## src/rtl/proc_run_ctrl.sv

```systemverilog
// Run controller for the single-cycle processor.
// Streams a program into instruction memory, holds the core in reset for
// RESET_CYCLES, releases it, counts run cycles and parks the core in reset
// again on halt, cycle limit or (optionally) a PC breakpoint.
// Optional feature: define PROC_BREAKPOINT_EN to add bp_en/bp_addr/bp_hit.
module proc_run_ctrl #(
    parameter int unsigned ADDR_W       = 10,
    parameter int unsigned MAX_CYCLES   = 1000,
    parameter int unsigned RESET_CYCLES = 2,
    parameter logic [31:0] HALT_WORD    = 32'hFFFF_FFFF
) (
    input  logic              clk,
    input  logic              start_up_n,
    input  logic              go,
    input  logic              ld_valid,
    input  logic [31:0]       ld_data,
    input  logic              ld_last,
    output logic              ld_ready,
    output logic              imem_we,
    output logic [ADDR_W-1:0] imem_addr,
    output logic [31:0]       imem_wdata,
    output logic              proc_start_up,
    input  logic [31:0]       instruction,
    input  logic [31:0]       pc_q,
    output logic [31:0]       cycle_count,
    output logic              busy,
    output logic              done,
`ifdef PROC_BREAKPOINT_EN
    input  logic              bp_en,
    input  logic [31:0]       bp_addr,
    output logic              bp_hit,
`endif
    output logic              timeout
);

    typedef enum logic [2:0] {StIdle, StLoad, StHold, StRun, StDone} state_e;

    state_e            state_q;
    logic [ADDR_W-1:0] idx_q;
    logic [31:0]       hold_q;

    logic        transfer;
    logic        last_word;
    logic [31:0] cnt_inc;
    logic        halt_hit;
    logic        limit_hit;
    logic        bp_match;

`ifdef PROC_BREAKPOINT_EN
    // Breakpoint compares the processor's live PC against the armed address
    always_comb begin
        bp_match = bp_en && (pc_q == bp_addr);
    end
`else
    logic unused_pc;
    assign unused_pc = ^pc_q;

    // No breakpoint hardware: runs end only on halt or limit
    always_comb begin
        bp_match = 1'b0;
    end
`endif

    // Handshake, saturating counter increment and run-exit conditions
    always_comb begin
        transfer  = ld_valid & ld_ready;
        // The last slot ends the load even without ld_last; the index never wraps
        last_word = ld_last | (idx_q == {ADDR_W{1'b1}});
        cnt_inc   = (cycle_count == 32'hFFFF_FFFF) ? cycle_count : cycle_count + 32'd1;
        halt_hit  = (instruction == HALT_WORD);
        limit_hit = (MAX_CYCLES != 0) && (cnt_inc == 32'(MAX_CYCLES));
    end

    // Controller FSM with all outputs registered
    always_ff @(posedge clk or negedge start_up_n) begin
        if (!start_up_n) begin
            state_q       <= StIdle;
            idx_q         <= '0;
            hold_q        <= '0;
            ld_ready      <= 1'b0;
            imem_we       <= 1'b0;
            imem_addr     <= '0;
            imem_wdata    <= '0;
            proc_start_up <= 1'b1;
            cycle_count   <= '0;
            busy          <= 1'b0;
            done          <= 1'b0;
            timeout       <= 1'b0;
`ifdef PROC_BREAKPOINT_EN
            bp_hit        <= 1'b0;
`endif
        end else begin
            imem_we <= 1'b0;
            case (state_q)
                StIdle, StDone: begin
                    if (go) begin
                        state_q     <= StLoad;
                        idx_q       <= '0;
                        ld_ready    <= 1'b1;
                        busy        <= 1'b1;
                        done        <= 1'b0;
                        timeout     <= 1'b0;
                        cycle_count <= '0;
`ifdef PROC_BREAKPOINT_EN
                        bp_hit      <= 1'b0;
`endif
                    end
                end
                StLoad: begin
                    if (transfer) begin
                        imem_we    <= 1'b1;
                        imem_wdata <= ld_data;
                        imem_addr  <= idx_q;
                        idx_q      <= idx_q + 1'b1;
                        if (last_word) begin
                            state_q  <= StHold;
                            ld_ready <= 1'b0;
                            hold_q   <= '0;
                        end
                    end
                end
                StHold: begin
                    // First HOLD cycle also carries the final registered imem write
                    if (hold_q == 32'(RESET_CYCLES - 1)) begin
                        state_q       <= StRun;
                        proc_start_up <= 1'b0;
                    end else begin
                        hold_q <= hold_q + 32'd1;
                    end
                end
                StRun: begin
                    cycle_count <= cnt_inc;
                    if (halt_hit || bp_match || limit_hit) begin
                        state_q       <= StDone;
                        proc_start_up <= 1'b1;
                        busy          <= 1'b0;
                        done          <= 1'b1;
                        // Halt outranks breakpoint, which outranks the limit
                        timeout       <= !halt_hit && !bp_match;
`ifdef PROC_BREAKPOINT_EN
                        bp_hit        <= !halt_hit && bp_match;
`endif
                    end
                end
                default: begin
                    state_q <= StIdle;
                end
            endcase
        end
    end

endmodule
```

## config.mk

```make
export PLATFORM = sky130hd
export DESIGN_NAME = proc_run_ctrl
export DESIGN_NICKNAME = d
export VERILOG_FILES = /design/src/rtl/proc_run_ctrl.sv
export SDC_FILE = /design/constraint.sdc
export NUM_CORES = 1
export LEC_CHECK = 0
export ABC_AREA = 1
export CORE_MARGIN = 2
export CORE_UTILIZATION = 54
export CTS_CLUSTER_DIAMETER = 100
export DETAILED_ROUTE_END_ITERATION = 12
export PLACE_DENSITY = 0.94
export SLEW_MARGIN = 20
export SYNTH_ARGS = -nofsm -noshare
export SYNTH_HDL_FRONTEND = slang
export SYNTH_SLANG_ARGS = --single-unit
export TNS_END_PERCENT = 100
```

## constraint.sdc

```tcl
create_clock -name clk -period 4.2 [get_ports clk]
set_input_delay 0.84 -clock clk [delete_from_list [all_inputs] [get_ports clk]]
set_output_delay 0.84 -clock clk [all_outputs]
set_load 0.005 [all_outputs]
```

==> results of run 1 <==
-- power by group through the flow --
stage / logic (mW) / registers (mW) / clock network [mW]
after floorplan: 1.35 / 2.06 / 0
after global placement: 2.34 / 2.12 / 0
after detailed placement: 2.44 / 2.14 / 0
after CTS: 2.48 / 2.14 / 1.42
after global routing: 2.77 / 2.22 / 1.48
final: 2.50 / 2.16 / 1.42
-- metal layers --
layer	global-route usage (%)	routed length, um
met1	36.80	8239
met2	50.94	10220
met3	8.398	1560
met4	15.74	747
met5	0	0
-- cells by family (layout without fill, tap and decap cells) --
kind of cell	Yosys count	count (layout)	synth area share, %
AOI/OAI and AO/OA	96	96	7.679
xor gates and xnor gates	35	35	4.345
adders and majority gates	4	4	0.7094
buffers and inverters	133	296	7.253
DFF	125	125	44.35
and+or+nand+nor	587	587	35.66
-- worst max path at each step --
| stage | start | end | slack [ns] |
|---|---|---|---|
| 2_1_floorplan | cycle_count[0] | timeout | 1.97 |
| 3_3_place_gp | ld_valid | idx_q[0] | 1.15 |
| 3_5_place_dp | ld_valid | idx_q[0] | 1.05 |
| 4_1_cts | cycle_count[0] | timeout | 1.20 |
| 5_1_grt | cycle_count[0] | timeout | 0.88 |
| 6_report | cycle_count[0] | timeout | 1.10 |
-- area by class of cell --
| class | instances | share of cell area [%] |
|---|---|---|
| multi-input combinational | 722 | 36.92 |
| inverter | 108 | 4.368 |
| timing repair buffer | 156 | 16.58 |
| sequential | 125 | 33.72 |
| tap | 172 | 2.319 |
| clock buffer | 18 | 4.624 |
| clock inverter | 14 | 1.469 |
-- worst max-delay path, stage by stage, from the launching register on --
cell and delay (ns):
dfrtp_1 0.53, ha_1 0.45, inv_1 0.13, nor2_4 0.20, nand2_4 0.12, nor2_8 0.18, nand2_4 0.21, nand2_1 0.17
nand2_1 0.11, nor2_2 0.12, nand2_1 0.05, nor2_1 0.16, nand3_1 0.14, nand2_2 0.12, nand2_2 0.11, nand3_1 0.10
nand2_1 0.06
-- through the flow --
| step | total power [mW] | setup WS, ns | hold WS [ns] |
|---|---|---|---|
| after floorplan | 3.412 | 1.973 | 0.4559 |
| after global placement | 4.466 | 1.153 | 0.4545 |
| after detailed placement | 4.580 | 1.053 | 0.4622 |
| after CTS | 6.044 | 1.203 | 0.4798 |
| after global routing | 6.472 | 0.8831 | 0.5005 |
| final | 6.080 | 1.102 | 0.4742 |
-- synthesized netlist by cell type (2+ instances only) --
master / n
nand2_2: 7
ha_1: 4
inv_1: 108
o21ai_0: 49
o21bai_1: 2
dfrtp_1: 124
nand4_1: 23
buf_2: 4
a21oi_1: 10
nor4_1: 12
nor3_1: 31
clkbuf_1: 17
nor2_4: 3
o22ai_1: 29
nand2_4: 3
nand2_1: 325
xor2_1: 35
nor2_2: 6
buf_1: 3
nand3_1: 63
nor2_1: 110
-- cell usage in the layout, fill, tap and decap left out, types with 3 or more instances in the layout --
master	count
ha_1	4
nor4_1	12
nor3_1	29
inv_1	108
inv_6	4
clkbuf_16	17
nand3_1	63
o22ai_1	29
nor2_2	7
nand2_4	3
clkinv_4	4
buf_4	9
nand4_1	23
nand2_2	7
dfrtp_1	124
clkdlybuf4s50_1	147
o21ai_0	49
a21oi_1	10
nor2_1	109
xor2_1	35
nand2_1	325
nor2_4	3
-- sequential cells by signal, indices dropped and copies added, names as in the netlist --
| name | flops |
|---|---|
| imem_wdata | 32 |
| busy | 1 |
| ld_ready | 1 |
| done | 1 |
| proc_start_up | 1 |
| timeout | 1 |
| cycle_count | 32 |
| idx_q | 10 |
| state_q | 3 |
| imem_addr | 10 |
| hold_q | 32 |
| imem_we | 1 |
==> results.py, run 1 <==
metrics = {
    "synthesis": {
        "ys_seq_area_share_pct": 44.35,
        "synth_area_sq_um": 7056,
        "synth_top_area_cell": "dfrtp_1",
        "synthTopCellsByArea": "dfrtp_1, nand2_1, nor2_1",
        "synthFlopType": "dfrtp_1",
        "syn_inst": 980,
        "syn_nets": 1085,
        "synth_cell_types": 33,
        "synth_top_area_share_pct": 43.98,
        "synth_area_per_cell_sq_um": 7.200,
        "yosys_warnings": 0,
        "ys_ff_latch": 125,
        "async_reset_ff_share_pct": 100.0,
        "synth_edf_count": 0,
    },
    "worst_setup_path": {
        "r2r_cells": 16,
        "crit_path_end_kind": "flip-flop",
        "arrival_ns": 3.42,
        "critPathRequiredTime_ns": 4.52,
        "rr_startpoint": "cycle_count[0]",
        "critPathKind": "reg -> reg",
        "critical_path.max_fanout": 27,
        "r2r_end": "timeout",
        "reg2reg_slack_ns": 1.10,
        "cp-start-kind": "flip-flop",
    },
    "floorplan": {
        "die_w_um": 118.3,
        "dieHeight_um": 118.3,
        "die_area_sq_um": 14000,
        "num_io_pins": 181,
        "fp-row-count": 41,
        "coreArea_sq_um": 12670,
        "start_util_pct": 55.68,
    },
    "final_layout": {
        "multiInputGateArea_sq_um": 3427,
        "fillers": 931,
        "drive_gt1_share_pct": 5.862,
        "nets": 1235,
        "antenna_cells": 0,
        "fin_cells": 1315,
        "area_growth_pct": 31.55,
        "final_cell_area_sq_um": 9281,
        "seq_area_sq_um": 3129,
        "final_core_util_pct": 73.25,
    },
    "clocking": {
        "worstSkewPairLatency_ns": 0.43,
        "cts_tree": "built",
        "htreeDepth": 4,
        "postCtsHoldBufs": 0,
        "cts_resized": 0,
        "cts_root_buffer": "clkbuf_16",
        "path_clk_slew_ns": 0.06,
        "cts_inserted_buffers": 17,
        "clockBufferDepth": 2,
        "clock-sinks": 125,
        "post_cts_buffers": 0,
    },
    "grt": {
        "overflow": 0,
        "grt_pass1_vias": 7294,
        "antenna_found_initial": 0,
        "grt_pass1_wl_mm": 34.47,
        "grt_use_total_pct": 30.80,
        "grt_max_degree": 80,
    },
    "place": {
        "port_buffers": 148,
        "placement.cell_area_sq_um": 8716,
        "dp.cells": 1283,
        "globalplace.congestion": 1.008,
        "dp_hpwl_mm": 14.65,
    },
    "status": {
        "outcome": "completed",
    },
    "timing": {
        "rsz0062_at_grt": "no",
        "min_period_ns": 3.098,
        "max_slew_margin_pct": 33.88,
        "setup_viol": 0,
        "clock_skew_ns": 0.007967,
        "achievable-frequency_mhz": 322.8,
        "finalCritPeriodShare_pct": 73.77,
        "tightest_slew_ns": 0.9918,
        "hold_violations": 0,
        "maxSlewViolCount": 0,
        "setup_tns_ns": 0,
    },
    "min_path": {
        "holdPathStages": 2,
        "min_path_type": "reg -> reg",
        "min-delay-start": "imem_wdata[28]",
        "min_to": "imem_wdata[28]",
    },
    "power": {
        "vdd_drop_max_mv": 0.4589,
        "switching_share_pct": 40.30,
        "p_clk_share_pct": 23.4,
        "p_per_area_nw_per_um2": 655.0,
        "p_seq_share_pct": 35.5,
        "power_frac_comb_pct": 41.1,
        "switchingPower_mw": 2.450,
        "intPower_mw": 3.630,
        "p_leak_nw": 4.038,
    },
    "detailed_routing": {
        "drt_iter0_drc": 653,
        "wirelength_mm": 20.77,
        "via_count": 7347,
        "drc": 0,
        "drtPass1Iterations": 8,
        "viasPerCell": 5.587,
        "wl_per_cell_um": 15.79,
        "ant_nets": 0,
    },
    "flow_run": {
        "drv_cap": 0,
    },
}
(Power assumes the default switching activity.)
==> run 2, diff against run 1 <==
--- a/config.mk
+++ b/config.mk
@@ -7,10 +7,10 @@
 export LEC_CHECK = 0
 export ABC_AREA = 1
 export CORE_MARGIN = 2
-export CORE_UTILIZATION = 54
+export CORE_UTILIZATION = 50
 export CTS_CLUSTER_DIAMETER = 100
 export DETAILED_ROUTE_END_ITERATION = 12
-export PLACE_DENSITY = 0.94
+export PLACE_DENSITY = 0.88
 export SLEW_MARGIN = 20
 export SYNTH_ARGS = -nofsm -noshare
 export SYNTH_HDL_FRONTEND = slang
==> constraint.sdc (replaced) <==
create_clock -name clk -period 3.1 [get_ports clk]
set_input_delay 0.62 -clock clk [delete_from_list [all_inputs] [get_ports clk]]
set_output_delay 0.62 -clock clk [all_outputs]
set_load 0.005 [all_outputs]
==> run 2 against run 1 <==
Net effect:
- combinational power up 35%
- sequential power rose by 34%
- clock skew grew 0.00078 ns
- critical endpoint unchanged
- wire length is 4.7% lower
- first-iteration DRC count increased by 8.4%
- maximum frequency grew 9.5%
- design area is 0.71% higher
- clock power grew 41%
- die area grew 7.7%
- cell count is 0.84% higher
- critical path depth is the same
- utilization shrank 5.6 points
- highest routed layer unchanged
==> results.py, run 2 (synthesis results as in run 1) <==
metrics = {
    "timing": {
        "tightest_slew_ns": 0.8832,
        "finalCritPeriodShare_pct": 91.28,
        "setup_tns_ns": 0,
        "hold_violations": 0,
        "maxSlewViolCount": 0,
        "max_slew_margin_pct": 40.98,
        "setup_slack_ns": 0.2703,
        "achievable-frequency_mhz": 353.4,
        "clock_skew_ns": 0.008743,
        "min_period_ns": 2.830,
        "setup_viol": 0,
        "rsz0062_at_grt": "no",
    },
    "floorplan": {
        "die_area_sq_um": 15080,
        "start_util_pct": 51.03,
        "dieHeight_um": 122.8,
        "fp-row-count": 43,
        "coreArea_sq_um": 13830,
        "num_io_pins": 181,
        "die_w_um": 122.8,
    },
    "final_layout": {
        "largest_registers": "cycle_count x32, hold_q x32, imem_wdata x32",
        "final_cell_mix": "nand2_1, clkdlybuf4s50_1, dfrtp_1",
        "area_growth_pct": 32.49,
        "nets": 1238,
        "drive_gt1_share_pct": 6.108,
        "fillers": 1100,
        "final_common_cell": "nand2_1",
        "antenna_cells": 0,
    },
    "clocking": {
        "cts_root_buffer": "clkbuf_16",
        "clock-sinks": 125,
        "worstSkewPairLatency_ns": 0.43,
        "htreeDepth": 4,
        "path_clk_slew_ns": 0.06,
        "postCtsHoldBufs": 0,
        "cts_tree": "built",
        "post_cts_buffers": 0,
        "cts_inserted_buffers": 17,
        "cts_resized": 0,
        "clockBufferDepth": 2,
    },
    "power": {
        "p_leak_nw": 4.069,
        "intPower_mw": 5.033,
        "vdd_drop_max_mv": 0.5815,
        "power_frac_comb_pct": 40.8,
        "switchingPower_mw": 3.239,
        "p_clk_share_pct": 24.2,
        "p_seq_share_pct": 34.9,
        "p_per_area_nw_per_um2": 884.9,
        "switching_share_pct": 39.15,
        "fin_total_pwr_mw": 8.271,
    },
    "grt": {
        "grt_pass1_wl_mm": 32.49,
        "grt_max_degree": 58,
        "grt_pass1_vias": 7057,
        "grt_use_total_pct": 27.65,
        "antenna_found_initial": 0,
        "overflow": 0,
    },
    "detailed_routing": {
        "drc": 0,
        "wirelength_mm": 19.80,
        "wl_per_cell_um": 14.93,
        "ant_nets": 0,
        "drtPass1Iterations": 5,
        "drt_iter0_drc": 708,
        "viasPerCell": 5.402,
        "via_count": 7163,
    },
    "worst_setup_path": {
        "critical_path.max_fanout": 27,
        "crit_path_top_delay_cell": "dfrtp_1",
        "crit_path_end_kind": "flip-flop",
        "cp_slowest_stage_delay_ns": 0.46,
        "critPathRequiredTime_ns": 3.41,
        "cp_common_cell": "nand2_1",
        "critPathKind": "reg -> reg",
        "startpoint": "cycle_count[1]",
        "cp-start-kind": "flip-flop",
        "rr_startpoint": "cycle_count[1]",
        "arrival_ns": 3.14,
        "cp_cell_sequence": "ha_1, inv_1, nor2_4, nand2_4, nor2_8, nand2_4, nand2_1, nand2_1, nor2_2, nand2_1, nor2_1, nand3_1, nand2_2, nand2_2, nand3_1, nand2_1",
    },
    "min_path": {
        "min_path_type": "in -> async",
    },
    "flow_run": {
        "drv_cap": 0,
    },
    "place": {
        "port_buffers": 148,
        "dp_hpwl_mm": 14.28,
        "globalplace.congestion": 0.9604,
        "pre_cts_ws_ns": 0.3515,
    },
    "status": {
        "outcome": "completed",
    },
}
## run 2: cell types whose count changed in the layout (fill, tap and decap cells not counted)
cell / delta
buf_12: +1
inv_6: +1
buf_4: +2
clkinv_4: -2
bufinv_16: +1
## run 2: critical path, delay by kind of cell, from the launching register on
family	cells	cell delay, ns
and+or+nand+nor	14	1.77
adders and majority gates	1	0.36
DFF	1	0.46
buffers and inverters	1	0.12
## run 2: per-layer routing
metal  global-route usage [%]  wire length, um  vias up
li1                         -                -     3461
met5                        0                0        -
met3                    6.924             1599       54
met4                    13.86              662        0
met1                    35.06             8127     3330
met2                    43.92             9413      318
## run 2: worst paths after layout
check | endpoint | slack [ns] | depth (start not counted)
setup / recovery | timeout | 0.27 | 16
hold / removal | cycle_count[6] | 0.16 | 1
setup reg to reg | timeout | 0.27 | 16
hold reg to reg | imem_wdata[1] | 0.47 | 2
max in group asynchronous | hold_q[25] | 2.08 | 2
min in group clk | imem_wdata[1] | 0.47 | 2
## run 2: area by class of cell
cell class / count / area, sq um / share of cell area, %
Inverter: 108 / 405.4 / 4.337
Timing Repair Buffer: 159 / 1574 / 16.84
Sequential cell: 125 / 3129 / 33.48
Multi-Input combinational cell: 722 / 3427 / 36.66
Tap cell: 180 / 225.2 / 2.409
Clock buffer: 18 / 429.2 / 4.591
Clock inverter: 14 / 157.7 / 1.687
## run 2: stage by stage
step	area, sq um	hold WS [ns]	std cells	util (%)
detailed placement	8761	0.4582	1294	63.36
global placement	8761	0.4538	1294	63.36
finish	9348	0.1627	1326	67.60
global route	9348	0.1929	1326	67.60
floorplan	7056	0.3244	980	-
CTS	9348	0.1766	1326	67.60
## run 2: power groups by stage
stage | logic, mW | clock network, mW | registers, mW
4_1_cts | 3.38 | 2.01 | 2.87
3_3_place_gp | 3.23 | 0 | 2.85
3_5_place_dp | 3.35 | 0 | 2.87
5_1_grt | 3.79 | 2.09 | 2.97
6_report | 3.38 | 2.00 | 2.89
2_1_floorplan | 1.83 | 0 | 2.80
